`src/rtl/memory_access.sv`:
```
// Memory-access pipeline stage: passes ALU results to write-back, or issues one
// aligned data-memory load/store and waits for the one-cycle completion ack.
// Load data is lane-extracted and sign/zero-extended before write-back.
module memory_access #(
    parameter int DATA_WIDTH     = 32,
    parameter int REG_ADDR_WIDTH = 5
) (
    input  logic                      clk,
    input  logic                      rst_n,
    input  logic                      valid_in,
    input  logic [DATA_WIDTH-1:0]     alu_data_in,
    input  logic [DATA_WIDTH-1:0]     mem_data_in,
    input  logic                      mem_rd_in,
    input  logic                      mem_wr_in,
    input  logic [1:0]                mem_size_in,
    input  logic                      mem_signed_in,
    input  logic [REG_ADDR_WIDTH-1:0] reg_a_addr_in,
    input  logic                      reg_a_wr_ena_in,
    output logic [DATA_WIDTH-1:0]     dmem_addr_out,
    output logic [DATA_WIDTH-1:0]     dmem_wr_data_out,
    output logic [3:0]                dmem_byte_ena_out,
    output logic                      dmem_rd_req_out,
    output logic                      dmem_wr_req_out,
    input  logic                      dmem_ack_in,
    input  logic [DATA_WIDTH-1:0]     dmem_rd_data_in,
    output logic [DATA_WIDTH-1:0]     wb_reg_a_data_out,
    output logic [REG_ADDR_WIDTH-1:0] wb_reg_a_addr_out,
    output logic                      wb_reg_a_wr_ena_out,
    output logic                      stall_out,
    output logic                      misaligned_out
);

    typedef enum logic {IDLE = 1'b0, WAIT = 1'b1} state_t;

    state_t                    state_q, state_d;
    logic [DATA_WIDTH-1:0]     addr_q, addr_d;
    logic [DATA_WIDTH-1:0]     wr_data_q, wr_data_d;
    logic [3:0]                byte_ena_q, byte_ena_d;
    logic                      rd_req_q, rd_req_d;
    logic                      wr_req_q, wr_req_d;
    logic [1:0]                size_q, size_d;
    logic                      signed_q, signed_d;
    logic [1:0]                offset_q, offset_d;
    logic [REG_ADDR_WIDTH-1:0] dest_addr_q, dest_addr_d;
    logic                      dest_ena_q, dest_ena_d;
    logic [DATA_WIDTH-1:0]     wb_data_q, wb_data_d;
    logic [REG_ADDR_WIDTH-1:0] wb_addr_q, wb_addr_d;
    logic                      wb_ena_q, wb_ena_d;
    logic                      misaligned_q, misaligned_d;

    logic                  mem_op;
    logic                  aligned;
    logic                  accept;
    logic                  reject;
    logic [3:0]            lane_ena;
    logic [DATA_WIDTH-1:0] store_data;
    logic [DATA_WIDTH-1:0] lane_shifted;
    logic [DATA_WIDTH-1:0] load_data;

    assign mem_op = mem_rd_in | mem_wr_in;

    // Alignment, lane enables and store-data replication for the offered access
    always_comb begin
        aligned    = 1'b1;
        lane_ena   = 4'b1111;
        store_data = mem_data_in;
        case (mem_size_in)
            2'b00: begin
                lane_ena   = 4'b0001 << alu_data_in[1:0];
                store_data = {(DATA_WIDTH/8){mem_data_in[7:0]}};
            end
            2'b01: begin
                aligned    = ~alu_data_in[0];
                lane_ena   = alu_data_in[1] ? 4'b1100 : 4'b0011;
                store_data = {(DATA_WIDTH/16){mem_data_in[15:0]}};
            end
            default: begin
                aligned    = (alu_data_in[1:0] == 2'b00);
            end
        endcase
    end

    assign accept = (state_q == IDLE) & valid_in & mem_op & aligned;
    assign reject = (state_q == IDLE) & valid_in & mem_op & ~aligned;

    // Pull the addressed lane down to bit 0 and extend it to full width
    always_comb begin
        lane_shifted = dmem_rd_data_in >> {offset_q, 3'b000};
        case (size_q)
            2'b00:   load_data = {{(DATA_WIDTH-8){signed_q & lane_shifted[7]}}, lane_shifted[7:0]};
            2'b01:   load_data = {{(DATA_WIDTH-16){signed_q & lane_shifted[15]}}, lane_shifted[15:0]};
            default: load_data = lane_shifted;
        endcase
    end

    // Upstream must hold while an access is being accepted or is still outstanding
    assign stall_out = accept | ((state_q == WAIT) & ~dmem_ack_in);

    // State register
    always_ff @(posedge clk or negedge rst_n) begin
        if (!rst_n) state_q <= IDLE;
        else        state_q <= state_d;
    end

    // Next-state logic: enter WAIT on accept, leave on ack
    always_comb begin
        state_d = state_q;
        case (state_q)
            IDLE:    if (accept) state_d = WAIT;
            WAIT:    if (dmem_ack_in) state_d = IDLE;
            default: state_d = IDLE;
        endcase
    end

    // Output/datapath logic: request capture, write-back selection, misalignment pulse
    always_comb begin
        addr_d       = addr_q;
        wr_data_d    = wr_data_q;
        byte_ena_d   = byte_ena_q;
        rd_req_d     = rd_req_q;
        wr_req_d     = wr_req_q;
        size_d       = size_q;
        signed_d     = signed_q;
        offset_d     = offset_q;
        dest_addr_d  = dest_addr_q;
        dest_ena_d   = dest_ena_q;
        wb_data_d    = wb_data_q;
        wb_addr_d    = wb_addr_q;
        wb_ena_d     = 1'b0;
        misaligned_d = 1'b0;
        case (state_q)
            IDLE: begin
                if (accept) begin
                    addr_d      = {alu_data_in[DATA_WIDTH-1:2], 2'b00};
                    wr_data_d   = store_data;
                    byte_ena_d  = lane_ena;
                    // A combined read+write is treated as a plain store
                    rd_req_d    = mem_rd_in & ~mem_wr_in;
                    wr_req_d    = mem_wr_in;
                    size_d      = mem_size_in;
                    signed_d    = mem_signed_in;
                    offset_d    = alu_data_in[1:0];
                    dest_addr_d = reg_a_addr_in;
                    dest_ena_d  = reg_a_wr_ena_in;
                end else if (reject) begin
                    misaligned_d = 1'b1;
                end else if (valid_in) begin
                    wb_data_d = alu_data_in;
                    wb_addr_d = reg_a_addr_in;
                    wb_ena_d  = reg_a_wr_ena_in;
                end
            end
            WAIT: begin
                if (dmem_ack_in) begin
                    rd_req_d = 1'b0;
                    wr_req_d = 1'b0;
                    if (rd_req_q) begin
                        wb_data_d = load_data;
                        wb_addr_d = dest_addr_q;
                        wb_ena_d  = dest_ena_q;
                    end
                end
            end
            default: ;
        endcase
    end

    // Datapath registers; reset clears everything so a stale access cannot resume
    always_ff @(posedge clk or negedge rst_n) begin
        if (!rst_n) begin
            addr_q       <= '0;
            wr_data_q    <= '0;
            byte_ena_q   <= '0;
            rd_req_q     <= 1'b0;
            wr_req_q     <= 1'b0;
            size_q       <= '0;
            signed_q     <= 1'b0;
            offset_q     <= '0;
            dest_addr_q  <= '0;
            dest_ena_q   <= 1'b0;
            wb_data_q    <= '0;
            wb_addr_q    <= '0;
            wb_ena_q     <= 1'b0;
            misaligned_q <= 1'b0;
        end else begin
            addr_q       <= addr_d;
            wr_data_q    <= wr_data_d;
            byte_ena_q   <= byte_ena_d;
            rd_req_q     <= rd_req_d;
            wr_req_q     <= wr_req_d;
            size_q       <= size_d;
            signed_q     <= signed_d;
            offset_q     <= offset_d;
            dest_addr_q  <= dest_addr_d;
            dest_ena_q   <= dest_ena_d;
            wb_data_q    <= wb_data_d;
            wb_addr_q    <= wb_addr_d;
            wb_ena_q     <= wb_ena_d;
            misaligned_q <= misaligned_d;
        end
    end

    assign dmem_addr_out       = addr_q;
    assign dmem_wr_data_out    = wr_data_q;
    assign dmem_byte_ena_out   = byte_ena_q;
    assign dmem_rd_req_out     = rd_req_q;
    assign dmem_wr_req_out     = wr_req_q;
    assign wb_reg_a_data_out   = wb_data_q;
    assign wb_reg_a_addr_out   = wb_addr_q;
    assign wb_reg_a_wr_ena_out = wb_ena_q;
    assign misaligned_out      = misaligned_q;

endmodule
```
`config.mk`:
```
export PLATFORM = sky130hd
export DESIGN_NAME = memory_access
export DESIGN_NICKNAME = d
export VERILOG_FILES = /design/src/rtl/memory_access.sv
export SDC_FILE = /design/constraint.sdc
export NUM_CORES = 1
export LEC_CHECK = 0
export BUFFER_PORTS_ARGS = -buffer_cell sky130_fd_sc_hd__clkbuf_2
export CAP_MARGIN = 20
export CORE_AREA = 4 4 111 113
export DETAILED_ROUTE_END_ITERATION = 10
export DIE_AREA = 0 0 115 117
export GPL_ROUTABILITY_DRIVEN = 1
export PLACE_DENSITY_LB_ADDON = 0.1
export SLEW_MARGIN = 20
export SYNTH_ARGS = -nofsm -noshare
export SYNTH_HDL_FRONTEND = slang
export SYNTH_SLANG_ARGS = --single-unit
```
`constraint.sdc`:
```
create_clock -name clk -period 5.3 [get_ports clk]
set_input_delay 1.06 -clock clk [delete_from_list [all_inputs] [get_ports clk]]
set_output_delay 1.06 -clock clk [all_outputs]
set_load 0.03 [all_outputs]
```
### After elaboration in Yosys (flattened, before gate mapping)

Index checks and enable logic that the tools add are counted.

* eq/ne operators: 8
* shift-type cells: 2
* muxes and demuxes: 34
* bitwise operators: 15
* reductions and logical operators: 6

Operators by type and width (number)
* 32-bit one-hot mux with 2 select lines: 3
* 32-bit 2-to-1 mux: 5
* 32-bit by 5-bit right shift with 32-bit output: 1
* 5-bit 2-to-1 mux: 5
* 1-bit 2-to-1 mux: 13
* 2-bit != test (second input constant): 5
* 1-bit one-hot mux with 2 select lines: 5
* 5-bit one-hot mux with 2 select lines: 1
* 1-bit AND: 8
* 4-bit one-hot mux with 2 select lines: 1
* 2-bit zero test: 3
* 1-bit NOT: 5
* 5-bit AND reduction: 1
* 2-bit by 1-bit equality test with 1-bit output (second input constant): 2
* 4-bit 2-to-1 mux: 1
* 2-bit AND reduction: 2
* 1-bit by 2-bit left shift with 4-bit output (first input constant): 1
* 2-bit by 1-bit != test with 1-bit output (second input constant): 1
* 1-bit OR: 2

* flip-flop bits (word level): 119
* bits of input ports: 111
* output and inout bits: 110

### Logic depth before layout (Yosys ltp)

* depth in word-level cells: 7
* gate-level depth with buffers: 8
* gate-level depth less buffers: 4

### Worst setup path after synthesis

No wires, ideal clock.

* path kind: input -> output
* start: input alu_data_in[1]
* end: output stall_out
* arrival time: 2.447 ns
* setup slack: 1.793 ns
* stages on the path: 6
* cell sequence: or2_4 -> a2111o_1 -> buf_6 -> buf_6 -> buf_8 -> o21ai_0

* longest elaborated chain between the ends: 4

RTL lines
* from (decl): line 11 `input logic [DATA_WIDTH-1:0] alu_data_in,`
* 2-bit zero test: line 78 `aligned = (alu_data_in[1:0] == 2'b00);`
* 1-bit one-hot mux with 2 select lines: line 67 `case (mem_size_in)`
* 1-bit AND: line 83 `assign accept = (state_q == IDLE) & valid_in & mem_op & aligned;`
* 1-bit OR: line 97 `assign stall_out = accept | ((state_q == WAIT) & ~dmem_ack_in);`
* to (decl): line 29 `output logic stall_out,`

No other way between the ends.

### Final worst setup path

* start: input mem_size_in[1]
* end: output stall_out

* longest elaborated chain between the ends: 4

RTL lines
* from (decl): line 15 `input logic [1:0] mem_size_in,`
* 2-bit by 1-bit equality test with 1-bit output or 2-bit zero test (tied branches): line 67
* 1-bit one-hot mux with 2 select lines *: line 67
* 1-bit AND *: line 83
* 1-bit OR *: line 97

Mark *: on every way between the ends. The rest lies on a longest branch, timed or not.

==> results by stage <==
Logic synthesis:
- After synthesis, the netlist uses between 40 and 50 different library cells.
- The basic-gate share of the synthesized area counting and, or, nand and nor cells is 20.6%.
- In the synthesized netlist, the cells that appear most often are sky130_fd_sc_hd__nand2_1 (199), sky130_fd_sc_hd__dfrtp_1 (119), sky130_fd_sc_hd__mux2i_1 (50), sky130_fd_sc_hd__o21ai_0 (48), sky130_fd_sc_hd__nor2_1 (37).
- For this run, asynchronously set or reset flops after synthesis account for 100%.
- The proportion of netlist area held by the largest area contributor is about half.
- Sorting the synthesized cells by area gives the leading types as sky130_fd_sc_hd__dfrtp_1 (51%), sky130_fd_sc_hd__nand2_1 (13%), sky130_fd_sc_hd__mux2i_1 (8.6%).
- In this run, synthesis produced a sequential element count of about 120.
- After Yosys synthesis, XOR and XNOR cells account for 0% of the synthesized area.
- Measured against the total synthesized area, the mux share comes to roughly a tenth.
- Dividing the synthesized area by the synthesized cell count gives 9.09 sq um.
- Of the total synthesized cell area, the portion taken by full adders, half adders and majority gates is 0%.
- Summing the sequential cell areas from Yosys gives approximately 51% of the chip area.
- The synthesized netlist devotes between 10% and 20% of its cell area to compound gates.
- The largest total area in the synthesized netlist belongs to sky130_fd_sc_hd__dfrtp_1.
- The most used flip-flop cell after synthesis is sky130_fd_sc_hd__dfrtp_1.
- After synthesis the cells add up to between 5000 and 6000 sq um.
- By area, the combinational part of the netlist is dominated by simple AND/OR/NAND/NOR gates.
- Yosys instantiated no cell more often than sky130_fd_sc_hd__nand2_1.
- Counting flops with a built-in enable in the synthesized netlist gives 0.
- The number of instances in the synthesized netlist is about 640.
- During synthesis, Yosys emitted a total of 0 warnings.

GRT:
- The wire length of the first global-routing pass is about 28000 microns.
- The largest net degree at the start of global routing is between 90 and 100.
- The number of antenna violations at the first check in global routing was 0.
- The via count of the first global-routing pass is 5401.
- Global routing consumed, over all layers together, between 20% and 30% of the routing resources.
- The sum of overflow across all layers after global routing is 0.

CTS:
- Clock-pin slew was measured on the worst setup and hold paths at 0.05 ns.
- The later pin in the worst-skew pair is clocked with a latency of slightly above 0.4 ns.
- The setup fix buffers added after clock tree synthesis is 0.
- The hold-fix buffer count after cts is 0.
- The maximum number of buffers from clock root to sink is 2.
- The TritonCTS clock tree is built.
- The root buffer cell is sky130_fd_sc_hd__clkbuf_16.
- Buffers inserted during clock tree synthesis total 17.
- The quantity of gates resized following cts is 0.
- The deepest level of the CTS H-tree is 4.
- For this design, the sink count on the clock tree is about 120.

Critical path:
- The cell class contributing the biggest share of worst-path delay is buffers and inverters.
- The setup check on the worst reg-to-reg path leaves a slack of between 2 and 3 ns.
- STA classifies the critical path endpoint as an output pin.
- The critical register-to-register path startpoint is offset_q[1]$_DFFE_PN0P_.
- Traced cell by cell, the critical path runs through clkbuf_2, a2111o_2, o21ai_0, clkbuf_2.
- The critical path's most frequent cell is sky130_fd_sc_hd__clkbuf_2.
- The number of gates on the worst path with buffers counted is 4.
- For this run, the slowest stage of the critical path takes about 0.58 ns.
- The required time at the worst-slack endpoint is ~4.2 ns.
- The combined buffer and inverter count along the critical path is 2.
- The number of cells on the worst reg-to-reg path is 4.
- Data arrives at the worst endpoint at around 2.4 ns.
- In this run the worst setup path begins at mem_size_in[1].
- The slowest stage cell on the critical path is sky130_fd_sc_hd__a2111o_2.
- The last element of the critical path is stall_out.
- In this run the critical register-to-register path is captured at wb_reg_a_data_out[10]$_DFFE_PN0P_.
- The critical path is of the input pin to output pin type.
- Along the worst path, the maximum fanout reaches 34.
- STA classifies the critical path startpoint as an input pin.

Placed design:
- Port buffering added 218 buffers.
- Routability-driven placement finished with a final weighted congestion of approximately 0.9.
- Detailed placement finished with a half-perimeter wire length of 12600 microns.
- Once placement completed, the tool counted placed cells totaling roughly 970.

Floorplan:
- The placement row count is 39.
- For this design the top-level I/O count stands at approximately 220.
- The area of the die is between 10000 and 15000 sq um.
- The die is around 120 microns wide.
- Measured along the y axis, the die boundary spans roughly 120 microns.
- The initial cell density of the core is roughly half.
- In this run the standard cell core region covers roughly 11000 sq um.

Power:
- The power density of the placed cells is between 500 and 600 nW/um^2.
- Across the VDD grid, the largest voltage drop is around 0.00033 V.
- In this run the static leakage power is 3.89 nW.

Min path:
- The worst hold path class is register to register.

Timing:
- The maximum clock skew at final layout is between 0.008 and 0.009 ns.
- The setup-violating endpoint count in the final report is 0.
- The final number of hold-violating endpoints is 0.
- The actual transition at the worst max-transition pin is slightly below 1 ns.
- Setup repair after global routing left no endpoint under its margin.
- The relative slew slack is 34.5%.
- The fmax is roughly 290 MHz.
- The final number of max-transition violations came to 0.
- The final worst-path cycle share is 65.3%.
- The post-route worst hold slack is about 0.47 ns.
- After routing, the total negative slack on setup checks comes to 0 ns.
- The final critical-path required period is roughly 3.5 ns.

Layout:
- For this run, the post-layout net count is 954.
- Once layout is complete, the cells apart from fillers number 999.
- The diode insertion count for antenna repair is 0.
- In the final layout, the share of cells above drive strength 1 is 31.7%.
- The growth of design area from synthesis to finish is 28.8%.
- The number of filler instances in the final layout is around 960.

Routing:
- The detail route stage leaves a number of antenna-violating nets equal to 0.
- The final layout contains routed wiring with a total length of 17400 microns.
- After detailed routing, the average wire length per cell comes to ~17 microns.
- The first detailed-routing pass took 5 iterations.
- The detailed router finished its first iteration with around 480 violations.
- The via count normalized by instance count is ~5.5.
- The via count of the routed design is 5483.
- After detailed routing, the number of remaining DRC violations is 0.

Run:
- The tool flagged a number of max-cap violations equal to 0.

Status:
- The run finished with clean final reports.
[layout make-up]
| class | instances | area (sq um) | area share (%) |
|---|---|---|---|
| repair buffers | 225 | 1150 | 15.2 |
| well taps | 143 | 179 | 2.37 |
| clock inverters | 9 | 148 | 1.96 |
| inverters | 3 | 11.3 | 0.149 |
| multi-input cells | 477 | 2610 | 34.6 |
| flip-flops and latches | 119 | 2980 | 39.5 |
| clock buffers | 23 | 468 | 6.21 |
[placed cells by master, fill, tap and decap left out, types with 7 or more instances in the layout]
cell type,Yosys,layout
sky130_fd_sc_hd__nand3_1,11,11
sky130_fd_sc_hd__dfrtp_1,119,119
sky130_fd_sc_hd__clkbuf_16,0,17
sky130_fd_sc_hd__mux2_2,7,7
sky130_fd_sc_hd__clkbuf_2,1,217
sky130_fd_sc_hd__nand2_1,199,199
sky130_fd_sc_hd__a21oi_1,34,34
sky130_fd_sc_hd__o2bb2ai_1,8,8
sky130_fd_sc_hd__o21ai_0,48,48
sky130_fd_sc_hd__mux2i_1,50,50
sky130_fd_sc_hd__a32oi_1,8,8
sky130_fd_sc_hd__nor2_1,37,36
sky130_fd_sc_hd__nor3_1,26,26
sky130_fd_sc_hd__buf_4,6,8
sky130_fd_sc_hd__a211oi_1,9,9
sky130_fd_sc_hd__o211ai_1,8,8
[power breakdown]
part	total [mW]	leakage, nW	internal [mW]	switching (mW)
sequential	1.32	1.45	1.15	0.164
combinational	1.25	2.14	0.371	0.880
clock	1.20	0.301	0.807	0.395
[routing by layer]
metal / GRT usage, % / share of wire (%)
met1: 34.9 / 41
met2: 41.2 / 47
met3: 7.97 / 8.6
met4: 11.6 / 3.0
met5: 0 / 0
[per-stage QoR]
step | setup slack (ns) | instance area [sq um] | util [%] | total power [mW]
final | 1.84 | 7540 | 66.6 | 3.77
after global routing | 1.74 | 7540 | 66.6 | 3.97
after CTS | 1.82 | 7540 | 66.6 | 3.80
after detailed placement | 1.83 | 6920 | 61.2 | 2.58
after global placement | 1.84 | 6920 | 61.2 | 2.56
after floorplan | 1.79 | 5860 | - | 2.17
[flip-flops by register name, summed over array words and instances (netlist names)]
name	flops
dmem_wr_req_out	1
wb_reg_a_addr_out	5
dmem_byte_ena_out	4
dmem_wr_data_out	32
state_q	1
dest_ena_q	1
dest_addr_q	5
signed_q	1
dmem_addr_out	30
dmem_rd_req_out	1
wb_reg_a_wr_ena_out	1
wb_reg_a_data_out	32
offset_q	2
misaligned_out	1
size_q	2
[logic make-up after synthesis]
kind of cell           count (synthesis)
flip-flops                           119
AO/OA/AOI/OAI                        126
other                                  1
buffers and inverters                 49
AND/OR/NAND/NOR                      292
multiplexers                          57
[worst reg2reg max path: stages, from the launching register on]
cell,delay [ns]
sky130_fd_sc_hd__dfrtp_1,0.96
sky130_fd_sc_hd__mux2i_1,0.33
sky130_fd_sc_hd__mux2i_1,0.16
sky130_fd_sc_hd__a31oi_1,0.70
sky130_fd_sc_hd__a211oi_1,0.18
[worst min path at each step]
| stage | slack [ns] | end | from | depth (start not counted) |
|---|---|---|---|---|
| 6_report | 0.47 | dest_addr_q[0]$_DFFE_PN0P_ | dest_addr_q[0]$_DFFE_PN0P_ | 2 |
| 5_1_grt | 0.49 | dmem_addr_out[16]$_DFFE_PN0P_ | dmem_addr_out[16]$_DFFE_PN0P_ | 2 |
| 4_1_cts | 0.47 | dmem_addr_out[3]$_DFFE_PN0P_ | dmem_addr_out[3]$_DFFE_PN0P_ | 2 |
| 3_5_place_dp | 0.46 | dmem_addr_out[3]$_DFFE_PN0P_ | dmem_addr_out[3]$_DFFE_PN0P_ | 2 |
| 3_3_place_gp | 0.46 | dmem_addr_out[30]$_DFFE_PN0P_ | dmem_addr_out[30]$_DFFE_PN0P_ | 2 |
| 2_1_floorplan | 0.44 | dest_addr_q[0]$_DFFE_PN0P_ | dest_addr_q[0]$_DFFE_PN0P_ | 2 |
No activity file was read; power rests on OpenSTA's default activity.
